[src/rtl/uart_pkg.sv]
// Shared UART definitions: register offsets, STATUS/CTRL bit positions,
// transmitter FSM states and the default baud divisor.
package uart_pkg;

  localparam logic [11:0] UART_TXDATA = 12'h000;
  localparam logic [11:0] UART_STATUS = 12'h004;
  localparam logic [11:0] UART_DIV    = 12'h008;
  localparam logic [11:0] UART_CTRL   = 12'h00C;

  localparam int STAT_FULL    = 0;
  localparam int STAT_EMPTY   = 1;
  localparam int STAT_BUSY    = 2;
  localparam int STAT_OVF     = 3;
  localparam int STAT_CNT_LSB = 4;

  localparam int CTRL_TX_EN  = 0;
  localparam int CTRL_IRQ_EN = 1;

  // 100 MHz / 115200 baud
  localparam logic [15:0] UART_DIV_RESET = 16'd868;

  typedef enum logic [1:0] {
    ST_IDLE,
    ST_START,
    ST_DATA,
    ST_STOP
  } uart_tx_state_e;

endpackage

[src/rtl/sync_fifo.sv]
// Single-clock FIFO with show-ahead read data; a push into a full FIFO is
// accepted only when a pop happens on the same edge.
module sync_fifo #(
  parameter int WIDTH = 8,
  parameter int DEPTH = 8
) (
  input  logic                         clk,
  input  logic                         rst,
  input  logic                         push,
  input  logic                         pop,
  input  logic [WIDTH-1:0]             wdata,
  output logic [WIDTH-1:0]             rdata,
  output logic                         full,
  output logic                         empty,
  output logic [$clog2(DEPTH+1)-1:0]   count
);

  localparam int AW = $clog2(DEPTH);
  localparam int CW = $clog2(DEPTH + 1);

  logic [WIDTH-1:0] r_mem [DEPTH];
  logic [AW-1:0]    r_wr_ptr;
  logic [AW-1:0]    r_rd_ptr;
  logic [CW-1:0]    r_count;
  logic             w_do_push;
  logic             w_do_pop;

  assign empty     = (r_count == '0);
  assign full      = (r_count == CW'(DEPTH));
  assign count     = r_count;
  assign rdata     = r_mem[r_rd_ptr];
  assign w_do_pop  = pop & ~empty;
  assign w_do_push = push & (~full | w_do_pop);

  always_ff @(posedge clk) begin
    if (w_do_push) begin
      r_mem[r_wr_ptr] <= wdata;
    end
  end

  // Pointers wrap naturally because DEPTH is a power of two.
  always_ff @(posedge clk) begin
    if (rst) begin
      r_wr_ptr <= '0;
      r_rd_ptr <= '0;
      r_count  <= '0;
    end else begin
      if (w_do_push) begin
        r_wr_ptr <= r_wr_ptr + AW'(1);
      end
      if (w_do_pop) begin
        r_rd_ptr <= r_rd_ptr + AW'(1);
      end
      if (w_do_push && !w_do_pop) begin
        r_count <= r_count + CW'(1);
      end else if (!w_do_push && w_do_pop) begin
        r_count <= r_count - CW'(1);
      end
    end
  end

endmodule

[src/rtl/uart_tx_mmio.sv]
// Memory-mapped 8N1 UART transmitter: register file, TX FIFO, serialiser
// and drain interrupt.
module uart_tx_mmio
  import uart_pkg::*;
#(
  parameter int          XLEN       = 32,
  parameter int          FIFO_DEPTH = 8,
  parameter logic [15:0] DIV_RESET  = UART_DIV_RESET
) (
  input  logic            clk,
  input  logic            rst,
  input  logic            req,
  input  logic            we,
  input  logic [11:0]     addr,
  input  logic [XLEN-1:0] wdata,
  output logic [XLEN-1:0] rdata,
  output logic            rvalid,
  output logic            txd,
  output logic            irq
);

  localparam int CW = $clog2(FIFO_DEPTH + 1);

  logic [15:0]      r_div;
  logic [1:0]       r_ctrl;
  logic             r_ovf;
  logic [XLEN-1:0]  r_rdata;
  logic             r_rvalid;
  logic             r_irq;
  uart_tx_state_e   r_state;
  logic [7:0]       r_shift;
  logic [2:0]       r_bit_idx;
  logic [15:0]      r_baud_cnt;
  logic             r_txd;

  logic [11:0]      w_off;
  logic             w_wr;
  logic             w_rd;
  logic             w_push_req;
  logic             w_pop;
  logic [7:0]       w_fifo_rdata;
  logic             w_full;
  logic             w_empty;
  logic [CW-1:0]    w_count;
  logic [3:0]       w_cnt_sat;
  logic [15:0]      w_div_eff;
  logic             w_baud_done;
  logic             w_busy;
  logic [XLEN-1:0]  w_rd_data;
  logic             w_unused;

  assign w_off       = {addr[11:2], 2'b00};
  assign w_wr        = req & we;
  assign w_rd        = req & ~we;
  assign w_push_req  = w_wr & (w_off == UART_TXDATA);
  assign w_div_eff   = (r_div == 16'd0) ? 16'd1 : r_div;
  assign w_baud_done = (r_baud_cnt == 16'd0);
  assign w_busy      = (r_state != ST_IDLE);
  assign w_cnt_sat   = (32'(w_count) > 32'd15) ? 4'hF : 4'(w_count);
  assign w_unused    = ^{wdata[XLEN-1:16], addr[1:0]};

  // Pop when starting from idle, or at the end of a stop bit for back-to-back frames.
  assign w_pop = r_ctrl[CTRL_TX_EN] & ~w_empty &
                 ((r_state == ST_IDLE) || ((r_state == ST_STOP) && w_baud_done));

  sync_fifo #(
    .WIDTH (8),
    .DEPTH (FIFO_DEPTH)
  ) u_fifo (
    .clk   (clk),
    .rst   (rst),
    .push  (w_push_req),
    .pop   (w_pop),
    .wdata (wdata[7:0]),
    .rdata (w_fifo_rdata),
    .full  (w_full),
    .empty (w_empty),
    .count (w_count)
  );

  always_comb begin
    w_rd_data = '0;
    case (w_off)
      UART_STATUS: begin
        w_rd_data[STAT_FULL]           = w_full;
        w_rd_data[STAT_EMPTY]          = w_empty;
        w_rd_data[STAT_BUSY]           = w_busy;
        w_rd_data[STAT_OVF]            = r_ovf;
        w_rd_data[STAT_CNT_LSB +: 4]   = w_cnt_sat;
      end
      UART_DIV:  w_rd_data[15:0] = r_div;
      UART_CTRL: w_rd_data[1:0]  = r_ctrl;
      default:   w_rd_data       = '0;
    endcase
  end

  always_ff @(posedge clk) begin
    if (rst) begin
      r_div    <= DIV_RESET;
      r_ctrl   <= 2'b00;
      r_ovf    <= 1'b0;
      r_rdata  <= '0;
      r_rvalid <= 1'b0;
      r_irq    <= 1'b0;
    end else begin
      r_rvalid <= w_rd;
      if (w_rd) begin
        r_rdata <= w_rd_data;
      end
      if (w_wr && (w_off == UART_DIV)) begin
        r_div <= wdata[15:0];
      end
      if (w_wr && (w_off == UART_CTRL)) begin
        r_ctrl <= wdata[1:0];
      end
      if (w_push_req && w_full && !w_pop) begin
        r_ovf <= 1'b1;
      end else if (w_wr && (w_off == UART_STATUS) && wdata[STAT_OVF]) begin
        r_ovf <= 1'b0;
      end
      r_irq <= r_ctrl[CTRL_IRQ_EN] & w_empty & ~w_busy;
    end
  end

  // Each bit lasts max(DIV,1) cycles; the counter reloads at every bit boundary.
  always_ff @(posedge clk) begin
    if (rst) begin
      r_state    <= ST_IDLE;
      r_txd      <= 1'b1;
      r_shift    <= 8'h00;
      r_bit_idx  <= 3'd0;
      r_baud_cnt <= 16'd0;
    end else begin
      case (r_state)
        ST_IDLE: begin
          if (w_pop) begin
            r_state    <= ST_START;
            r_shift    <= w_fifo_rdata;
            r_txd      <= 1'b0;
            r_baud_cnt <= w_div_eff - 16'd1;
          end
        end
        ST_START: begin
          if (w_baud_done) begin
            r_state    <= ST_DATA;
            r_txd      <= r_shift[0];
            r_shift    <= {1'b0, r_shift[7:1]};
            r_bit_idx  <= 3'd0;
            r_baud_cnt <= w_div_eff - 16'd1;
          end else begin
            r_baud_cnt <= r_baud_cnt - 16'd1;
          end
        end
        ST_DATA: begin
          if (w_baud_done) begin
            r_baud_cnt <= w_div_eff - 16'd1;
            if (r_bit_idx == 3'd7) begin
              r_state <= ST_STOP;
              r_txd   <= 1'b1;
            end else begin
              r_txd     <= r_shift[0];
              r_shift   <= {1'b0, r_shift[7:1]};
              r_bit_idx <= r_bit_idx + 3'd1;
            end
          end else begin
            r_baud_cnt <= r_baud_cnt - 16'd1;
          end
        end
        ST_STOP: begin
          if (w_baud_done) begin
            if (w_pop) begin
              r_state    <= ST_START;
              r_shift    <= w_fifo_rdata;
              r_txd      <= 1'b0;
              r_baud_cnt <= w_div_eff - 16'd1;
            end else begin
              r_state <= ST_IDLE;
            end
          end else begin
            r_baud_cnt <= r_baud_cnt - 16'd1;
          end
        end
        default: r_state <= ST_IDLE;
      endcase
    end
  end

  assign rdata  = r_rdata;
  assign rvalid = r_rvalid;
  assign txd    = r_txd;
  assign irq    = r_irq;

endmodule

[config.mk]
export PLATFORM = sky130hd
export DESIGN_NAME = uart_tx_mmio
export DESIGN_NICKNAME = d
export VERILOG_FILES = /design/src/rtl/uart_pkg.sv /design/src/rtl/sync_fifo.sv /design/src/rtl/uart_tx_mmio.sv
export SDC_FILE = /design/constraint.sdc
export NUM_CORES = 1
export LEC_CHECK = 0
export BUFFER_PORTS_ARGS = -buffer_cell sky130_fd_sc_hd__buf_2
export CORE_ASPECT_RATIO = 0.7
export CORE_MARGIN = 2
export CORE_UTILIZATION = 45
export CTS_CLUSTER_SIZE = 8
export DETAILED_ROUTE_END_ITERATION = 8
export SYNTH_ARGS = -nofsm -noshare
export SYNTH_HDL_FRONTEND = slang
export SYNTH_SLANG_ARGS = --single-unit
[constraint.sdc]
create_clock -name clk -period 4.9 [get_ports clk]
set_input_delay 0.49 -clock clk [delete_from_list [all_inputs] [get_ports clk]]
set_output_delay 0.49 -clock clk [all_outputs]
set_load 0.03 [all_outputs]
==> results of run 1 <==
layer usage:
| layer | vias to the layer above | wire length, um | track usage [%] |
|---|---|---|---|
| li1 | 2625 | - | - |
| met1 | 2651 | 8278 | 30.67 |
| met2 | 190 | 7498 | 32.38 |
| met3 | 12 | 1411 | 5.962 |
| met4 | 0 | 152 | 5.505 |
| met5 | - | 0 | 0 |
layout make-up:
| type | instances | area, um^2 | share of cell area (%) |
|---|---|---|---|
| Sequential cell | 144 | 3523 | 44.21 |
| Multi-Input combinational cell | 505 | 3224 | 40.46 |
| Clock buffer | 17 | 425.4 | 5.338 |
| Timing Repair Buffer | 59 | 322.8 | 4.050 |
| Tap cell | 200 | 250.2 | 3.140 |
| Clock inverter | 15 | 167.7 | 2.104 |
| Inverter | 15 | 56.30 | 0.7064 |
per-stage QoR:
step	hold WS, ns	instances	worst slack (ns)
6_report	0.2941	955	1.092
4_1_cts	0.2866	955	1.130
2_1_floorplan	0.4268	724	1.389
5_1_grt	0.3033	955	0.9367
3_5_place_dp	0.4470	923	1.166
3_3_place_gp	0.4459	923	1.193
placed cells by master, fill, tap and decap left out, drive strengths merged, types with 22 or more instances in the layout:
| master | Yosys | layout |
|---|---|---|
| o21ai | 30 | 30 |
| buf | 23 | 59 |
| a21oi | 62 | 62 |
| nor3 | 23 | 23 |
| nand2 | 64 | 64 |
| inv | 15 | 25 |
| edfxtp | 64 | 64 |
| mux2i | 22 | 22 |
| dfxtp | 80 | 80 |
| nand3 | 31 | 31 |
| nor2 | 82 | 82 |
registers in the layout, summed over array words and instances (netlist names), 2 cells and up, named ones only:
signal and cells:
r_baud_cnt 16, u_fifo.r_wr_ptr 3, rdata 16, u_fifo.r_mem 64
r_ctrl 2, r_shift 8, u_fifo.r_rd_ptr 3, r_bit_idx 3
u_fifo.count 4, r_div 16, r_state 2
path summary, 6_finish.rpt:
kind	startpoint	end
hold reg to reg	r_shift[7]	r_shift[7]
setup / recovery	r_baud_cnt[4]	u_fifo.count[3]
hold / removal	wdata[9]	r_div[9]
setup reg to reg	r_baud_cnt[4]	u_fifo.count[3]
where the power goes:
| group | total, mW | switching (mW) | internal [mW] |
|---|---|---|---|
| registers | 1.28 | 0.00947 | 1.27 |
| logic | 0.241 | 0.165 | 0.0756 |
| clock network | 1.31 | 0.581 | 0.726 |
| total | 2.82 | 0.756 | 2.07 |
worst reg2reg max path, delay by kind of cell (launching register included):
family / cells / cell delay (ns)
AOI/OAI and AO/OA: 5 / 1.10
xor gates and xnor gates: 1 / 0.10
adders and majority gates: 2 / 0.47
buffers and inverters: 2 / 0.24
DFF: 1 / 0.37
and+or+nand+nor: 3 / 1.46
kinds of logic after synthesis:
group / synth area share, %
AOI/OAI and AO/OA: 13.13
xor gates and xnor gates: 3.233
adders and majority gates: 2.771
buffers and inverters: 5.009
DFF: 50.02
muxes: 8.401
other: 0.05323
and+or+nand+nor: 17.39
==> reports/metrics.cfg, run 1 <==
[clock_network]
cts.path.max_buffers=2
tritoncts_clock_tree=built
tritoncts.num_buffers=17
cts.repair_timing.setup_buffer_count=0
cts_root_buffer=sky130_fd_sc_hd__clkbuf_16
later_pin_clock_latency_in_the_skew_report_ns=0.43
clock_tree.htree_level_count=4
post_cts_repair_resize_count=0
clock-sinks=144
clkSlewWorstSetupHoldPaths_ns=0.07
cts_hold_fix_bufs=0

[floorplan]
height_of_the_die_um=108.7
placementRows=38
dieWidth_um=153.5
floorplan.die_area_um2=16690
number_of_i_o_pins=83
core-area_um2=15400
initial_core_util_pct=45.73

[sta]
final.setup_skew_ns=0.01196
hold_viol=0
clock.fmax_mhz=262.6
finalCriticalPeriod_ns=3.808
report.final.setup_viol=0
slew_violations=0
unrepaired_setup_endpoints_after_global_routing=false
worst-slew-pin-transition_ns=1.079
setup_total_negative_slack_ns=0
timing.slew.headroom_pct=27.96
timing.final.crit_share_pct=77.72

[yosys]
synth.top_cell.area_share_pct=27.28
synth_enable_flop_cells=64
synth.yosys.seq_area_share_pct=50.02
synthCells=709
synth.cell_area_um2=7044
async_flop_share_pct=0
ys_warn_count=0
netlist.top_cell.by_area=sky130_fd_sc_hd__edfxtp_1
dominantRegCellSynth=sky130_fd_sc_hd__dfxtp_1
netlist_top_cells_count=sky130_fd_sc_hd__nor2_1, sky130_fd_sc_hd__dfxtp_1, sky130_fd_sc_hd__edfxtp_1, sky130_fd_sc_hd__nand2_1, sky130_fd_sc_hd__a21oi_1
yosys-top-cells-area=sky130_fd_sc_hd__edfxtp_1, sky130_fd_sc_hd__dfxtp_1, sky130_fd_sc_hd__mux4_2
ys_types=61
yosys.cell_count.top_type=sky130_fd_sc_hd__nor2_1
synth.ff_latch_count=144
post_synth.cell_area_avg_um2=9.935

[placed_design]
dpl.hpwl_um=11830
finalWeightedCongestion=0.8381
detailed_place.area_um2=7377
buffer_ports.inserted=48

[critical_path]
worst_path_dominant_cell_family=simple AND/OR/NAND/NOR gates
critical_path_required_ns=5.26
path_class=register to register
timing.critical_path.depth=13
worstPathBufferInverterCount=2
path_cells=or4_1 > or3_4 > o31ai_4 > o211ai_2 > inv_2 > ha_1 > inv_1 > ha_1 > a21o_1 > a21oi_1 > xnor2_1 > or3_1 > a21oi_1
crit_path_top_delay_cell=sky130_fd_sc_hd__or4_1
critical_path_peak_fanout=8
critical-path-max-stage-delay_ns=0.71
setup.worst_path.start_class=register
r2r_slack_ns=1.09
cp_data_arrival_time_ns=4.17
rr_worst_depth=13
crit_path_end_kind=register

[drt]
dr_total_vias=5478
antenna_violating_nets_post_route=0
totalWireLength_um=17340
drc_errors=0
drt-pass1-iter-count=6
avgRoutedWirePerCell_um=18.16
drtIter0Drc=568
route.detailed.vias_per_inst=5.736

[run_status]
status=complete, no violations

[run]
max-cap-violations=0

[layout]
stdcell_area_um2=7970
num-nets-final=805
drive_gt1_share_pct=16.03
insertedDiodeCount=0
layout.filler_cells=1424
syn_to_final_growth_pct=13.14
layout.core_utilization_pct=51.74

[power]
p_leak_nw=2.876
power.ir.vdd_worst_v=0.0002496
cellPowerDensity_nw_per_um2=354.3
fin_total_pwr_mw=2.824

[global_routing]
overflow_left_after_global_routing=0
grt_max_degree=41
grt_first_pass_wirelength_um=27650
via_count_of_the_first_global_routing_pass=5235
grt_antenna_before_repair=0
total_routing_usage_reported_by_global_routing_pct=21.43

[hold_path]
timing.hold.worst_path_depth=3
worstHoldPathType=primary input to register

Power figures use the tool's default switching activity.
==> run 2: changes to the inputs <==
Settings changed: PLACE_DENSITY set to 0.67.
Clock period 4.9 ns to 3.5 ns, I/O delays scaled along.
==> run 2 against run 1 <==
  * Sequential power increased by 40%
  * Register-to-register slack got worse by 0.90 ns
  * Worst setup slack got worse by 0.90 ns
  * Final cell count increased by 2.2%
  * Global-route usage decreased by 0.077 points
  * Clock skew increased by 0.0066 ns
  * Largest power group is now registers
  * Non-clock buffer count increased by 21
  * Power increased by 35%
  * Critical path depth unchanged
  * Cell area increased by 1.6%
  * Clock power increased by 30%
==> reports/metrics.cfg, run 2 (same netlist as run 1, synthesis figures left out) <==
[floorplan]
placementRows=38  ; unchanged
core-area_um2=15400  ; unchanged
height_of_the_die_um=108.7  ; unchanged
dieWidth_um=153.5  ; unchanged
initial_core_util_pct=45.73  ; unchanged
floorplan.die_area_um2=16690  ; unchanged
number_of_i_o_pins=83  ; unchanged

[hold_path]
worstHoldPathType=primary input to register  ; unchanged

[layout]
num-nets-final=826  ; was 805
drive_gt1_share_pct=18.43  ; was 16.03%
syn_to_final_growth_pct=14.96  ; was 13.14%
mostFrequentLayoutCells=sky130_fd_sc_hd__nor2_1, sky130_fd_sc_hd__dfxtp_1, sky130_fd_sc_hd__nand2_1, sky130_fd_sc_hd__edfxtp_1, sky130_fd_sc_hd__a21oi_1  ; unchanged
insertedDiodeCount=0  ; unchanged
max_ffs_per_register=64  ; unchanged
leading_cell_type_in_the_layout_fill_and_taps_excluded=sky130_fd_sc_hd__nor2_1  ; unchanged
layoutNonFillerInstCount=976  ; was 955
register_ranked_first_by_flip_flop_count=u_fifo.r_mem  ; unchanged

[sta]
slew_violations=0  ; unchanged
report.final.setup_viol=0  ; unchanged
clock.fmax_mhz=302.7  ; was 262.6 MHz
timing.final.crit_share_pct=94.40  ; was 77.72%
hold_slack_ns=0.1709  ; was 0.2941 ns
finalCriticalPeriod_ns=3.304  ; was 3.808 ns
final.setup_skew_ns=0.01858  ; was 0.01196 ns
hold_viol=0  ; unchanged
setup_total_negative_slack_ns=0  ; unchanged
timing.slew.headroom_pct=32.48  ; was 27.96%
timing.final.ws_setup_ns=0.1961  ; was 1.092 ns
worst-slew-pin-transition_ns=1.004  ; was 1.079 ns
unrepaired_setup_endpoints_after_global_routing=false  ; unchanged

[global_routing]
via_count_of_the_first_global_routing_pass=5189  ; was 5,235
total_routing_usage_reported_by_global_routing_pct=21.35  ; was 21.43%
grt_first_pass_wirelength_um=27730  ; was 27,650 um
overflow_left_after_global_routing=0  ; unchanged
grt_max_degree=50  ; was 41
grt_antenna_before_repair=0  ; unchanged

[drt]
avgRoutedWirePerCell_um=17.58  ; was 18.16 um
route.detailed.vias_per_inst=5.787  ; was 5.736
drtIter0Drc=649  ; was 568
drt-pass1-iter-count=5  ; was 6
drc_errors=0  ; unchanged
totalWireLength_um=17160  ; was 17,340 um
antenna_violating_nets_post_route=0  ; unchanged
dr_total_vias=5648  ; was 5,478

[critical_path]
crit_path_end_kind=register  ; unchanged
path_class=register to register  ; unchanged
r2r_slack_ns=0.20  ; was 1.09 ns
critical_path_required_ns=3.86  ; was 5.26 ns
critical_path_peak_fanout=7  ; was 8
setup.worst_path.start_class=register  ; unchanged
cp_data_arrival_time_ns=3.67  ; was 4.17 ns

[clock_network]
clock_tree.htree_level_count=4  ; unchanged
tritoncts_clock_tree=built  ; unchanged
later_pin_clock_latency_in_the_skew_report_ns=0.43  ; about the same
clkSlewWorstSetupHoldPaths_ns=0.06  ; was 0.07 ns
tritoncts.num_buffers=17  ; unchanged
clock-sinks=144  ; unchanged
cts_root_buffer=sky130_fd_sc_hd__clkbuf_16  ; unchanged
cts.path.max_buffers=2  ; unchanged
cts_hold_fix_bufs=0  ; unchanged

[power]
fin_total_pwr_mw=3.826  ; was 2.824 mW
cellPowerDensity_nw_per_um2=472.4  ; was 354.3 nW/um^2
p_leak_nw=2.961  ; was 2.876 nW
power.ir.vdd_worst_v=0.0003502  ; was 0.0002496 V

[placed_design]
numPlacedInstances=943  ; was 923
dpl.hpwl_um=11840  ; was 11,830 um
dpl_worst_slack_ns=0.1774  ; was 1.166 ns
finalWeightedCongestion=0.8874  ; was 0.8381
buffer_ports.inserted=48  ; unchanged

[run_status]
status=complete, no violations  ; unchanged

[run]
max-cap-violations=0  ; unchanged

## run 2: changes by cell type in the layout (fill, tap and decap cells not counted), moves of 2 or more
| cell | change |
|---|---|
| sky130_fd_sc_hd__inv_6 | -2 |
| sky130_fd_sc_hd__clkinv_4 | +4 |
| sky130_fd_sc_hd__inv_8 | -3 |
| sky130_fd_sc_hd__buf_4 | +21 |
| sky130_fd_sc_hd__clkinv_8 | -2 |
## run 2: metrics by stage
| stage | util [%] | cell area (um^2) |
|---|---|---|
| 6_report | 52.57 | 8098 |
| 5_1_grt | 52.57 | 8098 |
| 4_1_cts | 52.48 | 8084 |
| 3_5_place_dp | 48.86 | 7527 |
| 3_3_place_gp | 48.86 | 7527 |
| 2_1_floorplan | - | 7101 |
## run 2: final timing paths
path / cells after the start / endpoint / startpoint
setup reg to reg: 13 / u_fifo.count[3] / r_baud_cnt[3]
hold / removal: 3 / r_div[13] / wdata[13]
hold reg to reg: 2 / r_ovf / r_ovf
setup / recovery: 13 / u_fifo.count[3] / r_baud_cnt[3]
## run 2: cell type report
| cell class | count | area (um^2) |
|---|---|---|
| inverter | 15 | 56.30 |
| clock inverter | 13 | 102.6 |
| tap | 200 | 250.2 |
| clock buffer | 19 | 454.2 |
| fill | 1375 | 7307 |
| timing repair buffer | 80 | 480.5 |
| sequential | 144 | 3523 |
| multi-input combinational | 505 | 3231 |
## run 2: where the power goes
part | leakage, nW | total, mW | switching, mW | internal [mW]
Clock | 0.275 | 1.70 | 0.738 | 0.961
Sequential | 1.22 | 1.79 | 0.0135 | 1.77
Combinational | 1.47 | 0.340 | 0.229 | 0.110
## run 2: critical path, stage by stage, from the launching register on
cell and delay (ns):
sky130_fd_sc_hd__dfxtp_1 0.36, sky130_fd_sc_hd__or4_1 0.54, sky130_fd_sc_hd__or3_4 0.39, sky130_fd_sc_hd__o31ai_4 0.31, sky130_fd_sc_hd__o211ai_2 0.15, sky130_fd_sc_hd__inv_2 0.08
sky130_fd_sc_hd__ha_2 0.18, sky130_fd_sc_hd__inv_1 0.08, sky130_fd_sc_hd__ha_1 0.27, sky130_fd_sc_hd__a21o_1 0.19, sky130_fd_sc_hd__a21oi_2 0.15, sky130_fd_sc_hd__xnor2_1 0.08
sky130_fd_sc_hd__or3_1 0.31, sky130_fd_sc_hd__a21oi_1 0.14
## run 2: metal layers
metal	vias up	track usage [%]	routed length [um]
met5	-	0	0
met4	0	6.553	204
met3	21	5.445	1135
met2	208	32.03	7592
met1	2740	30.62	8223
li1	2679	-	-
## run 2: repair_timing
item / CTS / global route
endpoints found under the setup margin: 0 / 1
setup buffers: 0 / 1
resized for setup: 0 / 2
==> run 3: changes to the inputs <==
Settings changed: CORE_MARGIN 2 to 8, SYNTH_HIERARCHICAL set to 1.
==> run 3 against run 2 <==
  * First-iteration DRC count decreased by 21%
  * Clock skew decreased by 0.0099 ns
  * Register-to-register slack got worse by 0.04 ns
  * Worst hold slack improved by 0.012 ns
  * Final cell count decreased by 3.8%
  * Critical path type unchanged
==> reports/metrics.cfg, run 3 <==
[run_status]
status=complete, no violations  ; unchanged

[sta]
worst-slew-pin-transition_ns=0.9639  ; was 1.004 ns
timing.slew.headroom_pct=35.74  ; was 32.48%
timing.final.ws_setup_ns=0.1535  ; was 0.1961 ns
finalCriticalPeriod_ns=3.346  ; was 3.304 ns
setup_total_negative_slack_ns=0  ; unchanged
final.setup_skew_ns=0.008650  ; was 0.01858 ns
hold_viol=0  ; unchanged
slew_violations=0  ; unchanged
timing.final.crit_share_pct=95.61  ; was 94.40%
unrepaired_setup_endpoints_after_global_routing=false  ; unchanged
clock.fmax_mhz=298.8  ; was 302.7 MHz
report.final.setup_viol=0  ; unchanged
hold_slack_ns=0.1830  ; was 0.1709 ns

[critical_path]
critical_path_required_ns=3.81  ; was 3.86 ns
crit_path_frequent_cell=sky130_fd_sc_hd__ha_1
setup.worst_path.start_class=register  ; unchanged
crit_path_end_kind=register  ; unchanged
path_cells=inv_1 > ha_1 > nor4b_4 > a41o_1 > and2_2 > o21ai_4 > inv_2 > ha_1 > inv_1 > ha_1 > a21oi_1 > a211oi_1 > a31oi_1 > mux2_2  ; was or4_1 > or3_4 > o31ai_4 > o211ai_2 > inv_2 > ha_2 > inv_1 > ha_1 > a21o_1 > a21oi_2 > xnor2_1 > or3_1 > a21oi_1
crit_path_top_delay_cell=sky130_fd_sc_hd__dfxtp_1  ; was sky130_fd_sc_hd__or4_1
critical-path-max-stage-delay_ns=0.38  ; was 0.54 ns
critical_path_peak_fanout=6  ; was 7
path_class=register to register  ; unchanged
cp_data_arrival_time_ns=3.66  ; was 3.67 ns

[layout]
mostFrequentLayoutCells=sky130_fd_sc_hd__dfxtp_1, sky130_fd_sc_hd__nor2_1, sky130_fd_sc_hd__edfxtp_1, sky130_fd_sc_hd__a21oi_1, sky130_fd_sc_hd__nand2_1  ; was sky130_fd_sc_hd__nor2_1, sky130_fd_sc_hd__dfxtp_1, sky130_fd_sc_hd__nand2_1, sky130_fd_sc_hd__edfxtp_1, sky130_fd_sc_hd__a21oi_1
max_ffs_per_register=64  ; unchanged
drive_gt1_share_pct=20.30  ; was 18.43%
insertedDiodeCount=0  ; unchanged
leading_cell_type_in_the_layout_fill_and_taps_excluded=sky130_fd_sc_hd__dfxtp_1  ; was sky130_fd_sc_hd__nor2_1
register_ranked_first_by_flip_flop_count=u_fifo/r_mem  ; was u_fifo.r_mem
syn_to_final_growth_pct=14.05  ; was 14.96%
num-nets-final=788  ; was 826
layoutNonFillerInstCount=939  ; was 976

[drt]
avgRoutedWirePerCell_um=18.27  ; was 17.58 um
route.detailed.vias_per_inst=5.794  ; was 5.787
antenna_violating_nets_post_route=0  ; unchanged
drtIter0Drc=515  ; was 649
totalWireLength_um=17150  ; was 17,160 um
dr_total_vias=5441  ; was 5,648
drc_errors=0  ; unchanged
drt-pass1-iter-count=5  ; unchanged

[run]
max-cap-violations=0  ; unchanged

[yosys]
post_synth.cell_area_avg_um2=10.43  ; was 9.935 um^2
synth.yosys.seq_area_share_pct=49.88  ; was 50.02%
synth.ff_latch_count=144  ; unchanged
dominantRegCellSynth=sky130_fd_sc_hd__dfxtp_1  ; unchanged
ys_warn_count=6  ; was 0
netlist_top_cells_count=sky130_fd_sc_hd__dfxtp_1, sky130_fd_sc_hd__nor2_1, sky130_fd_sc_hd__edfxtp_1  ; was sky130_fd_sc_hd__nor2_1, sky130_fd_sc_hd__dfxtp_1, sky130_fd_sc_hd__edfxtp_1, sky130_fd_sc_hd__nand2_1, sky130_fd_sc_hd__a21oi_1
synthCells=677  ; was 709
yosys-top-cells-area=sky130_fd_sc_hd__edfxtp_1, sky130_fd_sc_hd__dfxtp_1, sky130_fd_sc_hd__mux4_2  ; unchanged
synth.top_cell.area_share_pct=27.21  ; was 27.28%
netlist.top_cell.by_area=sky130_fd_sc_hd__edfxtp_1  ; unchanged
synth.cell_area_um2=7063  ; was 7044 um^2
async_flop_share_pct=0  ; unchanged
synth_enable_flop_cells=64  ; unchanged
ys_types=69  ; was 61
yosys.cell_count.top_type=sky130_fd_sc_hd__dfxtp_1  ; was sky130_fd_sc_hd__nor2_1

[floorplan]
initial_core_util_pct=45.85  ; was 45.73%
core-area_um2=15400  ; unchanged
height_of_the_die_um=120.8  ; was 108.7 um
floorplan.die_area_um2=20020  ; was 16,690 um^2
number_of_i_o_pins=83  ; unchanged
dieWidth_um=165.7  ; was 153.5 um
placementRows=38  ; unchanged

[hold_path]
worstHoldPathType=primary input to register  ; unchanged

[power]
power.ir.vdd_worst_v=0.0003195  ; was 0.0003502 V
p_leak_nw=2.915  ; was 2.961 nW
cellPowerDensity_nw_per_um2=483.0  ; was 472.4 nW/um^2
fin_total_pwr_mw=3.891  ; was 3.826 mW

[clock_network]
clock-sinks=144  ; unchanged
clkSlewWorstSetupHoldPaths_ns=0.06  ; about the same
tritoncts_clock_tree=built  ; unchanged
cts.path.max_buffers=2  ; unchanged
cts.repair_timing.setup_buffer_count=0  ; unchanged
clock_tree.htree_level_count=4  ; unchanged
tritoncts.num_buffers=17  ; unchanged
later_pin_clock_latency_in_the_skew_report_ns=0.42  ; was 0.43 ns
cts_root_buffer=sky130_fd_sc_hd__clkbuf_16  ; unchanged

[placed_design]
dpl_worst_slack_ns=0.1848  ; was 0.1774 ns
buffer_ports.inserted=48  ; unchanged
numPlacedInstances=907  ; was 943
dpl.hpwl_um=12040  ; was 11,840 um
finalWeightedCongestion=0.8829  ; was 0.8874

[global_routing]
grt_max_degree=29  ; was 50
total_routing_usage_reported_by_global_routing_pct=17.00  ; was 21.35%
grt_antenna_before_repair=0  ; unchanged
overflow_left_after_global_routing=0  ; unchanged
grt_first_pass_wirelength_um=27640  ; was 27,730 um
via_count_of_the_first_global_routing_pass=5390  ; was 5,189

[run 3: cell count changes after synthesis, sizes merged, moves of 9 or more]
cell and delta:
o21ai -16, nand2 -15, a21oi -12, mux2 +11
nor2 -11, nand3 -9
[run 3: stage by stage]
stage                     utilization, %  instance area [um^2]
final                              52.29                  8055
after global routing               52.29                  8055
after CTS                          52.24                  8048
after detailed placement           48.77                  7513
after global placement             48.77                  7513
after floorplan                        -                  7128
[run 3: path summary, 6_finish.rpt]
kind / startpoint / to / slack (ns) / cells after the start
max: r_baud_cnt[0] / u_fifo/count[3] / 0.15 / 14
min reg2reg: r_bit_idx[2] / r_bit_idx[2] / 0.46 / 2
max reg2reg: r_baud_cnt[0] / u_fifo/count[3] / 0.15 / 14
min: wdata[14] / r_div[14] / 0.18 / 3
[run 3: final cells by class]
cell class / instances / area [um^2]
flip-flops and latches: 144 / 3523
inverters: 13 / 48.80
multi-input cells: 474 / 3248
well taps: 200 / 250.2
clock inverters: 14 / 105.1
clock buffers: 18 / 429.2
fillers: 1362 / 7350
repair buffers: 76 / 450.4
[run 3: timing repair]
action | 4_1_cts | 5_1_grt
endpoints found under the setup margin | 0 | 1
gates resized for setup | 0 | 2
hold buffers | 0 | 0
[run 3: layer usage]
metal / GRT usage (%) / part of all wire, %
met1: 23.70 / 49
met2: 25.96 / 44
met3: 3.825 / 5.7
met4: 5.107 / 0.56
met5: 0 / 0
[run 3: logic make-up (layout without fill, tap and decap cells)]
group / Yosys count / after routing / share of synthesized area [%]
other: 1 / 16 / 0.05309
AOI/OAI and AO/OA: 147 / 147 / 14.12
xor gates and xnor gates: 24 / 24 / 2.976
adders and majority gates: 14 / 14 / 2.586
DFF: 144 / 144 / 49.88
buffers and inverters: 74 / 121 / 5.155
and+or+nand+nor: 230 / 230 / 16.09
muxes: 43 / 43 / 9.141
[run 3: critical path: cells and delay by family (launching register included)]
kind,cells,cell delay (ns)
compound gates,5,0.93
buf+inv,3,0.34
flops,1,0.38
mux,1,0.34
fa+ha+maj,3,0.81
simple gates,2,0.44
[run 3: power breakdown]
group	leakage (nW)	total, mW	internal (mW)	switching, mW
Clock	0.266	1.65	0.916	0.730
Sequential	1.22	1.81	1.79	0.0215
Combinational	1.43	0.434	0.146	0.289
